===== src/rtl/kernel_run_length_decode.sv =====
// Run-length decoder: expands a 16-bit token stream into pixels.
// A nonzero token is a literal pixel; token 0 is followed by a count N
// that expands to N zero pixels. Frames are pixelCount pixels long.
module kernel_run_length_decode #(
  parameter int pixelCount = 1600
) (
  input  logic        clk,
  input  logic        rst,
  input  logic [15:0] input_S1,
  input  logic        avail_S1,
  output logic        read_S1,
  output logic [15:0] output_S2,
  output logic        write_S2,
  input  logic        full_S2,
  output logic        running,
  output logic        frame_done,
  output logic        err
);

  localparam logic [15:0] PIX_LAST = 16'(pixelCount);

  typedef enum logic [1:0] {
    RD_TOK    = 2'd0,
    RD_CNT    = 2'd1,
    EMIT_LIT  = 2'd2,
    EMIT_ZERO = 2'd3
  } state_t;

  state_t      state;
  logic [15:0] lit_r;
  logic [15:0] run_cnt;
  logic [15:0] pix_cnt;
  logic        rd_state;
  logic        emit_state;
  logic        frame_end;

  // Strobe and data decode from the current state; reset masks both strobes.
  always_comb begin
    rd_state   = (state == RD_TOK) || (state == RD_CNT);
    emit_state = (state == EMIT_LIT) || (state == EMIT_ZERO);
    read_S1    = !rst && rd_state && avail_S1;
    write_S2   = !rst && emit_state && !full_S2;
    if (state == EMIT_LIT) begin
      output_S2 = lit_r;
    end else begin
      output_S2 = 16'd0;
    end
    frame_end  = write_S2 && ((pix_cnt + 16'd1) == PIX_LAST);
  end

  // Decoder FSM, counters and registered status flags.
  always_ff @(posedge clk) begin
    if (rst) begin
      state      <= RD_TOK;
      lit_r      <= 16'd0;
      run_cnt    <= 16'd0;
      pix_cnt    <= 16'd0;
      frame_done <= 1'b0;
      err        <= 1'b0;
      running    <= 1'b1;
    end else begin
      frame_done <= 1'b0;
      if (rd_state) begin
        running <= avail_S1;
      end else begin
        running <= 1'b1;
      end

      case (state)
        RD_TOK: begin
          if (read_S1) begin
            if (input_S1 != 16'd0) begin
              lit_r <= input_S1;
              state <= EMIT_LIT;
            end else begin
              state <= RD_CNT;
            end
          end
        end
        RD_CNT: begin
          if (read_S1) begin
            if (input_S1 != 16'd0) begin
              run_cnt <= input_S1;
              state   <= EMIT_ZERO;
            end else begin
              // A zero-length run is malformed: flag it and emit nothing.
              err   <= 1'b1;
              state <= RD_TOK;
            end
          end
        end
        EMIT_LIT: begin
          if (write_S2) begin
            state <= RD_TOK;
          end
        end
        EMIT_ZERO: begin
          if (write_S2) begin
            if (run_cnt != 16'd0) begin
              run_cnt <= run_cnt - 16'd1;
            end
            if (run_cnt <= 16'd1) begin
              state <= RD_TOK;
            end
          end
        end
        default: begin
          state <= RD_TOK;
        end
      endcase

      // Frame accounting overrides the per-state next-state choice.
      if (write_S2) begin
        if (frame_end) begin
          pix_cnt    <= 16'd0;
          frame_done <= 1'b1;
          state      <= RD_TOK;
          if ((state == EMIT_ZERO) && (run_cnt > 16'd1)) begin
            // Zeros that spill past the frame boundary are dropped.
            run_cnt <= 16'd0;
            err     <= 1'b1;
          end
        end else begin
          pix_cnt <= pix_cnt + 16'd1;
        end
      end
    end
  end

endmodule


===== config.mk =====
export PLATFORM = sky130hd
export DESIGN_NAME = kernel_run_length_decode
export DESIGN_NICKNAME = d
export VERILOG_FILES = /design/src/rtl/kernel_run_length_decode.sv
export SDC_FILE = /design/constraint.sdc
export NUM_CORES = 1
export LEC_CHECK = 0
export CAP_MARGIN = 40
export CORE_MARGIN = 2
export CORE_UTILIZATION = 35
export DETAILED_ROUTE_END_ITERATION = 8
export PLACE_DENSITY = 0.55
export SLEW_MARGIN = 10
export SYNTH_ARGS = -nofsm -noshare
export SYNTH_HDL_FRONTEND = slang
export SYNTH_SLANG_ARGS = --single-unit

===== constraint.sdc =====
create_clock -name clk -period 6.5 [get_ports clk]
set_input_delay 0.65 -clock clk [delete_from_list [all_inputs] [get_ports clk]]
set_output_delay 0.65 -clock clk [all_outputs]
set_load 0.01 [all_outputs]

==> out/metrics.cfg <==
[timing]
hold_viol = 0
min_period_ps = 3474
tns_ps = 0
fin_skew_ps = 10.48
relSlewSlack_pct = 45.88
worst_pin_slew_ps = 809.8
setup_viol = 0
rsz0062_at_grt = false
max_freq_ghz = 0.2878
period_share_pct = 53.45
finalWorstSetupSlack_ps = 3026
drv_slew = 0

[finish]
fillCellCount = 907
areaGrowthSynthToFinish_pct = 17.76
layout-drive-gt1-share_pct = 8.945
fin_area_mm2 = 0.003767
utilization_pct = 42.78
layout.nets = 459
n_antenna_cell = 0

[die]
die_h_um = 99.61
io_pins = 41
rows = 34
die_w_um = 99.61
start_util_pct = 36.33
die_area_mm2 = 0.009922
core_area_mm2 = 0.008806

[worst_setup_path]
arrival_ps = 2820
crit_chain = clkdlybuf4s50_1, buf_4, nor2_1, nand2_1, inv_1, clkdlybuf4s50_1
crit_buf_inv = 4
crit_cells = 6
crit_path_frequent_cell = clkdlybuf4s50_1
crit_start = rst
cpPeakStageDelay_ps = 720
endpoint_kind = output port
worstPathRequired_ps = 5850
r2r_cells = 8
crit_family = buffers and inverters
reg2reg_from = pix_cnt[0]
crit_end = read_S1
cp_max_fo = 28
crit_slowest_cell = clkdlybuf4s50_1
cp-start-kind = input port
reg2reg_setup_slack_ps = 3760
path_class = input port to output port
r2r-end = run_cnt[0]

[pwr]
clock_power_share_pct = 32.3
p_sw_mw = 0.1631
p_leak_nw = 1.280
power_frac_comb_pct = 11.7
netSwitchingFraction_pct = 27.14
seqPwrFrac_pct = 56.0
ir_drop_mv = 0.09906
p_int_mw = 0.4377
powerDensity_mw_per_mm2 = 159.5

[clock_network]
cts_root_buf = clkbuf_8
cts.sinks = 53
cts-buffers-inserted = 5
clock_path_buffers = 2
htreeDepth = 2
ctsResizeCount = 0
cts_tree = done
clk_latency_ps = 310
holdBufCountCts = 0
postCtsSetupRepairBufs = 0
cts.clk_slew.worst_paths_ps = 100

[global_routing]
groute.usage.overall_pct = 18.34
overflow = 0
antenna_found_initial = 0
grt_pass1_wl_um = 14670
grt_pass1_vias = 2865
grt_max_degree = 44

[placement]
gp_congestion = 0.8944
pre_cts_ws_ps = 2870
dp_hpwl_um = 6538
placed_area_mm2 = 0.003677
io_buffers = 40

[logic_synthesis]
synth_edf_count = 0
synthMuxAreaShare_pct = 1.955
synthAdderAreaFrac_pct = 1.564
synth_compound_area_share_pct = 22.80
yosysSeqAreaShare_pct = 33.16
syn_inst = 408
netlist_area_mm2 = 0.003199
synth_cell_type_count = 65
async_flop_share_pct = 0
synth_area_per_cell_um2 = 7.841
synth_top_family_by_area = simple AND/OR/NAND/NOR gates
synth_xor_xnor_area_share_pct = 6.296
synth-warning-count = 0
synth-seq-cells = 53
ys.flop_type = dfxtp_1
synth_simple_gate_area_share_pct = 29.14
syn-num-nets = 432

[job]
timing.max_cap.violations = 0

[routing]
drc = 0
finalWirelength_um = 9030
vias = 3059
drt_iter0_drc = 145
dr.pass1.iters = 4
wl_per_cell_um = 16.60
postRouteAntennaNets = 0
vias_per_cell = 5.623

[hold_path]
whs_path_depth = 2
min_path_type = flop to flop

[run_status]
run_status = completed

cells in the final DEF (no fill, tap or decap), types with 5 or more instances in the layout:
cell type / n
nand4_1: 9
buf_4: 5
or3_1: 6
nor3_1: 9
a21oi_2: 9
a31oi_1: 5
clkbuf_8: 5
nand3_1: 15
o21ai_0: 31
nor4_1: 11
nor2_1: 32
xnor2_1: 12
a21oi_1: 25
clkdlybuf4s50_1: 40
inv_1: 12
a211oi_1: 5
nand2_1: 43
and2_1: 18
xor2_1: 11
dfxtp_1: 53
worst min-delay path: stages (launching register included):
cell and delay (ps):
dfxtp_1 320, o21ai_0 60, a21oi_1 60
metal layers:
layer / part of all wire [%] / global-route usage (%) / up-vias
met2: 47 / 30.87 / 82
met5: 0 / 0 / -
met3: 5.2 / 2.670 / 4
met1: 47 / 25.26 / 1463
li1: - / - / 1510
met4: 0.55 / 3.267 / 0
stage by stage:
step | total power, mW | hold WS, ps | cells
final | 0.6008 | 480.0 | 544
after CTS | 0.6090 | 480.1 | 544
after floorplan | 0.3798 | 448.7 | 408
after detailed placement | 0.4138 | 465.2 | 536
after global placement | 0.4117 | 456.3 | 534
after global routing | 0.6277 | 510.3 | 544
final cells by class:
class	instances	area [um2]	share of cell area [%]
Clock buffer	5	68.82	1.827
Sequential cell	53	1061	28.16
Tap cell	108	135.1	3.587
Inverter	14	52.55	1.395
Multi-Input combinational cell	315	1976	52.44
Clock inverter	3	21.27	0.5646
Timing Repair Buffer	46	452.9	12.02
worst min-delay path by stage:
stage	startpoint	endpoint	slack, ps
finish	lit_r[8]	lit_r[8]	480
global route	lit_r[4]	lit_r[4]	510
CTS	lit_r[8]	lit_r[8]	480
detailed placement	lit_r[8]	lit_r[8]	470
global placement	lit_r[3]	lit_r[3]	460
floorplan	lit_r[0]	lit_r[0]	450
cell families (layout without fill, tap and decap cells):
| kind of cell | count (synthesis) | count (layout) |
|---|---|---|
| and+or+nand+nor | 175 | 175 |
| AOI/OAI and AO/OA | 107 | 107 |
| DFF | 53 | 53 |
| buffers and inverters | 40 | 68 |
| xor gates and xnor gates | 23 | 23 |
| muxes | 6 | 6 |
| adders and majority gates | 4 | 4 |
Yosys cell counts (5+ instances only):
master     n  area, um2
o21ai_0   31      155.2
dfxtp_1   53       1061
and2_1    18      112.6
xor2_1    11      96.34
nor2_1    32      120.1
nand2_1   43      161.4
a31oi_1    5      31.28
nand3_1   15      75.07
nor3_1     9      45.04
a21oi_1   25      125.1
nand4_1    9      56.30
inv_1     12      45.04
or3_1      6      37.54
a211oi_1   5      37.54
a21oi_2    9      78.83
clkbuf_1  21      78.83
xnor2_1   12      105.1
nor4_1    11      68.82
state kept, by name, indices dropped and copies added, names as in the netlist:
signal	count
lit_r	16
err	1
frame_done	1
state	2
running	1
run_cnt	16
pix_cnt	16
power by group through the flow:
stage	logic (mW)	clock network [mW]	registers, mW
finish	0.0701	0.194	0.337
global route	0.0759	0.214	0.338
CTS	0.0702	0.202	0.337
detailed placement	0.0697	0	0.344
global placement	0.0678	0	0.344
floorplan	0.0370	0	0.343
No activity file was read; power rests on OpenSTA's default activity.
